$ cat config.mk
export PLATFORM = sky130hd
export DESIGN_NAME = pc_unit
export DESIGN_NICKNAME = d
export VERILOG_FILES = /design/src/rtl/cpu_pkg.sv /design/src/rtl/pc_next_sel.sv /design/src/rtl/pc_unit.sv
export SDC_FILE = /design/constraint.sdc
export NUM_CORES = 1
export LEC_CHECK = 0
export ABC_AREA = 1
export BUFFER_PORTS_ARGS = -buffer_cell sky130_fd_sc_hd__buf_2
export CAP_MARGIN = 5
export CORE_UTILIZATION = 50
export DETAILED_ROUTE_END_ITERATION = 12
export PLACE_DENSITY = 0.77
export REMOVE_ABC_BUFFERS = 1
export SLEW_MARGIN = 20
export SYNTH_ARGS = -nofsm -noshare
export SYNTH_HDL_FRONTEND = slang
export SYNTH_SLANG_ARGS = --single-unit
$ cat constraint.sdc
create_clock -name clk -period 4 [get_ports clk]
set_clock_uncertainty 0.1 [all_clocks]
set_input_delay 0.8 -clock clk [delete_from_list [all_inputs] [get_ports clk]]
set_output_delay 0.8 -clock clk [all_outputs]
set_load 0.02 [all_outputs]
$ cat src/rtl/cpu_pkg.sv
// -----------------------------------------------------------------------------
// cpu_pkg
// Shared definitions for the single-cycle MIPS core front end.
//   - state_e    : PC-stage run/halt state encoding
//   - npc_sel_e  : which source produced the next PC
//   - RESET_PC_DEFAULT, PRINT_CODE_DEFAULT : default parameter values
//   - JR_ALIGN_MASK : clears the byte-offset bits of a jr target
// -----------------------------------------------------------------------------
package cpu_pkg;

  typedef enum logic {
    ST_RUN  = 1'b0,
    ST_HALT = 1'b1
  } state_e;

  typedef enum logic [1:0] {
    NPC_SEQ = 2'd0,
    NPC_BR  = 2'd1,
    NPC_J   = 2'd2,
    NPC_JR  = 2'd3
  } npc_sel_e;

  localparam logic [31:0] RESET_PC_DEFAULT   = 32'h0000_0000;
  localparam logic [31:0] PRINT_CODE_DEFAULT = 32'h0000_0022;
  localparam logic [31:0] JR_ALIGN_MASK      = 32'hFFFF_FFFC;

endpackage : cpu_pkg

$ cat src/rtl/pc_next_sel.sv
// -----------------------------------------------------------------------------
// pc_next_sel
// Purely combinational next-PC priority mux (jr > j/jal > taken branch > seq).
// Ports:
//   pc_plus_4    in  32  current pc + 4
//   jr           in  1   instruction is jr
//   jmp          in  1   instruction is j or jal
//   branch_taken in  1   taken beq/bne
//   ext18        in  32  sign-extended branch offset, already << 2
//   instr_index  in  26  jump target index
//   jr_target    in  32  register value for jr
//   next_pc      out 32  selected next PC
//   sel          out 2   which source won (npc_sel_e)
// -----------------------------------------------------------------------------
module pc_next_sel
  import cpu_pkg::*;
(
  input  logic [31:0] pc_plus_4,
  input  logic        jr,
  input  logic        jmp,
  input  logic        branch_taken,
  input  logic [31:0] ext18,
  input  logic [25:0] instr_index,
  input  logic [31:0] jr_target,
  output logic [31:0] next_pc,
  output npc_sel_e    sel
);

  always_comb begin
    next_pc = pc_plus_4;
    sel     = NPC_SEQ;
    if (jr) begin
      // Misaligned register targets are forced onto a word boundary.
      next_pc = jr_target & JR_ALIGN_MASK;
      sel     = NPC_JR;
    end else if (jmp) begin
      next_pc = {pc_plus_4[31:28], instr_index, 2'b00};
      sel     = NPC_J;
    end else if (branch_taken) begin
      next_pc = pc_plus_4 + ext18;
      sel     = NPC_BR;
    end
  end

endmodule : pc_next_sel

$ cat src/rtl/pc_unit.sv
// -----------------------------------------------------------------------------
// pc_unit
// Program-counter stage: PC register, next-PC selection, syscall halt/resume
// state machine and performance counters.
// Ports:
//   clk, rst_n          clock (rising edge), async active-low reset
//   syscall, r1_out     syscall decode and $v0 value
//   go                  resume button level (debounced, synchronous)
//   jmp, jr, branch_taken, ext18, instr_index, jr_target : next-PC controls
//   pc, pc_plus_4       current PC (ROM address) and pc+4 (jal link)
//   halted              core stopped on a syscall (registered)
//   cycle_cnt, jump_cnt, branch_cnt : statistics counters (wrap)
// -----------------------------------------------------------------------------
module pc_unit
  import cpu_pkg::*;
#(
  parameter logic [31:0] RESET_PC   = RESET_PC_DEFAULT,
  parameter int          CNT_WIDTH  = 32,
  parameter logic [31:0] PRINT_CODE = PRINT_CODE_DEFAULT
) (
  input  logic                 clk,
  input  logic                 rst_n,
  input  logic                 syscall,
  input  logic [31:0]          r1_out,
  input  logic                 go,
  input  logic                 jmp,
  input  logic                 jr,
  input  logic                 branch_taken,
  input  logic [31:0]          ext18,
  input  logic [25:0]          instr_index,
  input  logic [31:0]          jr_target,
  output logic [31:0]          pc,
  output logic [31:0]          pc_plus_4,
  output logic                 halted,
  output logic [CNT_WIDTH-1:0] cycle_cnt,
  output logic [CNT_WIDTH-1:0] jump_cnt,
  output logic [CNT_WIDTH-1:0] branch_cnt
);

  localparam logic [CNT_WIDTH-1:0] CNT_ONE = {{(CNT_WIDTH-1){1'b0}}, 1'b1};

  state_e                 state_q, state_d;
  logic                   go_q;
  logic [31:0]            pc_q, pc_d;
  logic [CNT_WIDTH-1:0]   cycle_q, cycle_d;
  logic [CNT_WIDTH-1:0]   jump_q, jump_d;
  logic [CNT_WIDTH-1:0]   branch_q, branch_d;

  logic [31:0]            next_pc;
  npc_sel_e               npc_sel;
  logic                   go_rise;
  logic                   halt_req;

  assign pc_plus_4 = pc_q + 32'd4;
  // Only a fresh press resumes; a button already held at halt time is ignored.
  assign go_rise   = go & ~go_q;
  // The print service returns immediately instead of halting.
  assign halt_req  = syscall && (r1_out != PRINT_CODE);

  pc_next_sel u_next_sel (
    .pc_plus_4    (pc_plus_4),
    .jr           (jr),
    .jmp          (jmp),
    .branch_taken (branch_taken),
    .ext18        (ext18),
    .instr_index  (instr_index),
    .jr_target    (jr_target),
    .next_pc      (next_pc),
    .sel          (npc_sel)
  );

  // State register
  always_ff @(posedge clk or negedge rst_n) begin
    if (!rst_n) begin
      state_q <= ST_RUN;
    end else begin
      state_q <= state_d;
    end
  end

  // Next-state logic
  always_comb begin
    state_d = state_q;
    case (state_q)
      ST_RUN:  if (halt_req) state_d = ST_HALT;
      ST_HALT: if (go_rise)  state_d = ST_RUN;
    endcase
  end

  // Datapath next values driven by the current state
  always_comb begin
    pc_d     = pc_q;
    cycle_d  = cycle_q;
    jump_d   = jump_q;
    branch_d = branch_q;
    case (state_q)
      ST_RUN: begin
        cycle_d = cycle_q + CNT_ONE;
        if (syscall) begin
          // Syscall decode overrides jump/branch controls; a halting
          // syscall keeps pc so resume can step past it.
          if (!halt_req) pc_d = pc_plus_4;
        end else begin
          pc_d = next_pc;
          if (npc_sel == NPC_J || npc_sel == NPC_JR) jump_d = jump_q + CNT_ONE;
          if (npc_sel == NPC_BR) branch_d = branch_q + CNT_ONE;
        end
      end
      ST_HALT: begin
        if (go_rise) pc_d = pc_plus_4;
      end
    endcase
  end

  always_ff @(posedge clk or negedge rst_n) begin
    if (!rst_n) begin
      go_q     <= 1'b0;
      pc_q     <= RESET_PC;
      cycle_q  <= '0;
      jump_q   <= '0;
      branch_q <= '0;
    end else begin
      go_q     <= go;
      pc_q     <= pc_d;
      cycle_q  <= cycle_d;
      jump_q   <= jump_d;
      branch_q <= branch_d;
    end
  end

  assign pc         = pc_q;
  assign halted     = (state_q == ST_HALT);
  assign cycle_cnt  = cycle_q;
  assign jump_cnt   = jump_q;
  assign branch_cnt = branch_q;

endmodule : pc_unit

==> After elaboration in Yosys (flattened, before gate mapping) <==
Cells that the tools add are included.
{ "word_totals": {"latch_bits": 0, "mem_bits_ro": 0, "n_memories": 0, "output_inout_bits": 161, "elab_cells": 39, "mem_bits_rw": 0, "ff_bits": 130, "inputBits": 129} }
{ "classes": {"multipliers": 0, "n_div": 0, "n_bitwise": 4, "shifts": 0, "n_reduce_logical": 5, "eq_ne": 6, "n_lt_le_gt_ge": 0, "n_addsub": 5, "mux": 13} }
{ "ops": {"columns": ["cell", "n"], "rows": [
  ["2-to-1 mux 32 bit", 6],
  ["adder 32 x 1 -> 32 bit, second input constant", 3],
  ["one-hot mux 32 bit (2 select lines)", 1],
  ["adder 32 x 3 -> 32 bit, second input constant", 1],
  ["adder 32 bit", 1],
  ["inequality test 32 x 6 -> 1 bit, second input constant", 1],
  ["AND reduction 3 bit", 2],
  ["== test 2 bit, second input constant", 2],
  ["2-to-1 mux 2 bit", 2],
  ["2-to-1 mux 1 bit", 3],
  ["inequality test 3 bit, second input constant", 1],
  ["inverter 1 bit", 3],
  ["== test 2 x 1 -> 1 bit, second input constant", 1],
  ["inequality test 2 x 1 -> 1 bit, second input constant", 1],
  ["one-hot mux 1 bit (2 select lines)", 1],
  ["AND reduction 2 bit", 1],
  ["bitwise AND 1 bit", 1],
  ["logical AND 1 bit", 1],
  ["logical OR 1 bit", 1]
]} }

==> Longest topological paths before layout <==
{ "depth": {"depth_word": 7, "depth_mapped": 25, "depth_no_buf": 25} }

==> Cells and area by module <==
Synthesis repeated with hierarchy kept, for this count alone.
{ "unflattened": {"cells_unflattened": 1768, "hier_area_um2": 11148.2} }
{ "by_module_without_submodules": {"columns": ["module", "seq_area_each_um2", "n_inst", "cells_each", "area_each_um2"], "rows": [
  ["pc_unit", 3253.1, 1, 1123, 7978.9],
  ["pc_next_sel", 0.0, 1, 645, 3169.3]
]} }

==> Least setup slack after synthesis <==
OpenSTA, ideal clock, no wires.
{ "synth_timing": {"path_type": "register -> register", "from": "reg pc_q[2], in the netlist pc[2]", "to": "reg pc_q[27], in the netlist pc[27]", "stages_incl_launch_ff": 21, "period_less_slack_ps": 3412, "arrival_time_ps": 3193, "required_time_ps": 3781, "slack_ps": 588, "path_buffers": 0, "setup_time_ps": 119, "cell_sequence": "dfrtp_1 inv_1 nor3_2 nand2_1 nor2_1 xor2_1 ha_1 nand2_1 inv_1 nand2_1 inv_1 a21oi_1 nor2_1 nor2_1 nand2_1 nand2_1 nand3_1 nand2_1 nand2_1 nand2_1 nand2_1"} }
{ "synth_between": {"elab_chain_cells": 7, "word_cells_on_any_way": 9, "classes_between": "2 x add/sub; 7 x mux"} }
{ "synth_rtl": {"columns": ["item", "line_no", "rtl"], "rows": [
  ["start, declared", "pc_unit.sv:44", "logic [31:0] pc_q, pc_d;"],
  ["start signal, assigned", "pc_unit.sv:124", "pc_q <= pc_d;"],
  ["adder 32 x 3 -> 32 bit", "pc_unit.sv:54", "assign pc_plus_4 = pc_q + 32'd4;"],
  ["net pc_plus_4[2]", "pc_unit.sv:33", "output logic [31:0] pc_plus_4,"],
  ["adder 32 bit", "pc_next_sel.sv:40", "next_pc = pc_plus_4 + ext18;"],
  ["2-to-1 mux 32 bit", "pc_next_sel.sv:39", "end else if (branch_taken) begin"],
  ["2-to-1 mux 32 bit", "pc_next_sel.sv:36", "end else if (jmp) begin"],
  ["2-to-1 mux 32 bit", "pc_next_sel.sv:32", "if (jr) begin"],
  ["2-to-1 mux 32 bit", "pc_unit.sv:99", "if (syscall) begin"],
  ["one-hot mux 32 bit (2 select lines)", "pc_unit.sv:96", "case (state_q)"]
]} }
The timed path passes the listed nets, and every way through them passes these cells. The select of a mux whose other input is x is not followed.
A chain may end at the register's enable or synchronous reset.

==> Final worst setup path <==
{ "layout_timing": {"from": "reg pc_q[3], in the netlist pc[3]", "to": "reg pc_q[18], in the netlist pc[18]"} }
{ "layout_between": {"elab_chain_cells": 7, "word_cells_on_any_way": 9, "classes_between": "2 x add/sub; 7 x mux"} }
{ "layout_rtl": {"columns": ["item", "line_no"], "rows": [
  ["adder 32 x 3 -> 32 bit (*)", "pc_unit.sv:54"],
  ["adder 32 bit", "pc_next_sel.sv:40"],
  ["2-to-1 mux 32 bit", "pc_next_sel.sv:39"],
  ["2-to-1 mux 32 bit", "pc_next_sel.sv:36"],
  ["2-to-1 mux 32 bit", "pc_next_sel.sv:32"],
  ["2-to-1 mux 32 bit", "pc_unit.sv:99"],
  ["one-hot mux 32 bit (2 select lines) (*)", "pc_unit.sv:96"]
]} }
Mark *: on every way between the ends. The rest lies on a longest branch, timed or not. The select of a mux whose other input is x is not followed.

==> reports/metrics.csv <==
metric,value,unit
status,finished clean,
fin_crit_sh,91.6,%
cts_buffer_depth,2,
wirelength,36100,µm
die_width,147,µm
hold_violations,0,
worst-path-max-fanout,4,
num_vias,11700,
tightest_slew,0.991,ns
nNetsFinal,2091,
max_clock_freq,0.273,GHz
p_total,6890,µW
wl_per_cell,16.4,µm
busiest_layer,met2,
hold_depth,1,
synthArstFlopShare,100,%
io_pins,290,
grtUsageMet2,55.3,%
slew_headroom,33.9,%
grt_pass1_vias,11100,
min_to,cycle_cnt[31],
dp_slack,0.345,ns
finalSetupViolations,0,
drive_above_1_share,20.7,%
die-area,21600,µm²
finalMaxSlewViolations,0,
worstSetupStartpointType,flip-flop,
start_util,51.4,%
clk_pin_slew_worst_paths,0.07,ns
leakage,0.00742,µW
drtPass1Iterations,5,
r2r_setup_slack,0.34,ns
vdd_drop_max,0.000363,V
place.gp.congestion,0.995,
timing.final.ws_setup,0.335,ns
yosys_warnings,0,
fill_cells,1932,
r2r_start,pc[3],
grt_pass1_wl,57000,µm
grt_overflow,0,
min_path_type,reg -> reg,
r2r_end,pc[18],
layout_common_cells,"518 x nand2_1, 286 x buf_2, 227 x inv_1",
synth_ff_type,dfrtp_1,
grt_use_met1,41.3,%
antenna_found_initial,7,
numPortBuffers,287,
cts_sinks,130,
ys_ff_latch,130,
vias_per_cell,5.31,
max_cap_viol_count,0,
layout_commonest_cell,nand2_1,
ant_nets,0,
min_period,3.66,ns
avgSynthCellArea,6.52,µm²
hp-start,cycle_cnt[31],
rr_worst_depth,22,
multiInputGateArea,6300,µm²
core,20400,µm²
drt_iter0_drc,781,
drc,0,
rows,52,
root_buffer,clkbuf_16,
power_density,528,nW/µm²
clk-insertion-delay-late,0.43,ns
die_y,147,µm
grt_max_degree,74,
crit_required,4.22,ns
setup_tns,0,ns
hold_buffers,0,
grtUsageTotal,33.8,%
cts_max_level,4,
synth_edf_count,0,
synthCells,1612,
yosysSeqAreaShare,31.0,%
regArea,3250,µm²
synth_cell_types,40,
cts_tree,built,
area_growth,24.2,%
end_kind,flip-flop,
grt_util_met3,9.25,%
critPathKind,reg -> reg,
place_hpwl,28600,µm
cts_buffers,17,
syn_area,10500,µm²
critPathArrivalTime,3.89,ns
-- timing repair --
item                                   in CTS  in global routing
setup endpoints to repair                   0                  9
gates resized for setup                     0                  6
endpoints found under the hold margin       0                  0
setup buffers                               0                  0
-- how the worst max path moves through the flow --
| stage | slack, ns | to | cells after the start | startpoint |
|---|---|---|---|---|
| floorplan | 0.60 | pc[27] | 20 | pc[2] |
| global placement | 0.34 | pc[9] | 20 | pc[3] |
| detailed placement | 0.34 | pc[9] | 20 | pc[3] |
| CTS | 0.32 | pc[9] | 20 | pc[3] |
| global route | -0.01 | pc[28] | 23 | pc[3] |
| finish | 0.34 | pc[18] | 22 | pc[3] |
-- sequential cells by signal, summed over array words and instances (netlist names) --
name,count
halted,1
branch_cnt,32
cycle_cnt,32
pc,32
go_q,1
jump_cnt,32
-- logic make-up (layout without fill, tap and decap cells) --
| logic type | after synthesis | count (layout) | synth area share [%] |
|---|---|---|---|
| AND/OR/NAND/NOR | 935 | 935 | 38.5 |
| buffers and inverters | 258 | 578 | 9.35 |
| AO/OA/AOI/OAI | 140 | 140 | 7.16 |
| flip-flops | 130 | 130 | 31.0 |
| XOR/XNOR | 106 | 106 | 8.84 |
| adder cells (fa/ha/maj) | 43 | 43 | 5.19 |
| other | 0 | 5 | 0 |
-- power by group --
group | switching (µW) | internal, µW
logic | 2380 | 1140
clock network | 750 | 851
registers | 279 | 1490
total | 3410 | 3480
-- area by class of cell --
cell class	count	area share [%]
multi-input combinational	1224	48.3
sequential	130	24.9
timing repair buffer	316	12.8
inverter	230	6.62
clock buffer	17	3.26
tap	270	2.59
clock inverter	15	1.45
antenna	5	0.0959
-- cell usage after synthesis, drive strengths merged, types with 3 or more instances --
master | n | area (µm²)
nand4 | 29 | 181
clkbuf | 23 | 86.3
a21oi | 70 | 350
a21o | 3 | 22.5
ha | 42 | 526
nor3 | 46 | 275
xnor2 | 36 | 315
nand3 | 117 | 603
buf | 5 | 32.5
nor2 | 177 | 722
and2 | 4 | 25.0
xor2 | 70 | 613
o211ai | 3 | 22.5
nand3b | 7 | 52.6
o21bai | 5 | 37.5
inv | 228 | 856
nand2 | 521 | 1960
nor4 | 14 | 93.8
o21ai | 51 | 255
dfrtp | 130 | 3250
or2 | 17 | 106
-- metrics by stage --
stage	hold WS, ns	cells	cell area (µm²)	util (%)
after floorplan	0.404	1584	10400	-
final	0.378	2207	13000	63.9
after global placement	0.368	2170	12400	60.7
after detailed placement	0.358	2170	12400	60.7
after global routing	0.387	2203	13000	63.8
after CTS	0.373	2202	13000	63.7
-- worst max-delay path: stages, from the launching register on --
cell and delay, ns:
dfrtp_1 0.39, ha_1 0.26, nand2_1 0.09, nor2_1 0.21, nand2_1 0.14, nor2_2 0.21
xor2_1 0.25, inv_1 0.13, ha_1 0.35, nand2_1 0.11, inv_1 0.06, a21oi_1 0.20
nand3_1 0.27, nand2_1 0.16, nand2_1 0.06, nand2_1 0.05, nand3_1 0.11, nand2_1 0.11
nand2_1 0.05, nand2_1 0.05, nand2_1 0.05, nand2_1 0.08, nand2_1 0.05
-- layer usage --
| metal | wire, µm | share of wire, % |
|---|---|---|
| met5 | 42 | 0.12 |
| met4 | 1570 | 4.3 |
| met3 | 3420 | 9.5 |
| met2 | 16700 | 46 |
| met1 | 14400 | 40 |
Note: power is estimated with default switching activity, not from simulation.
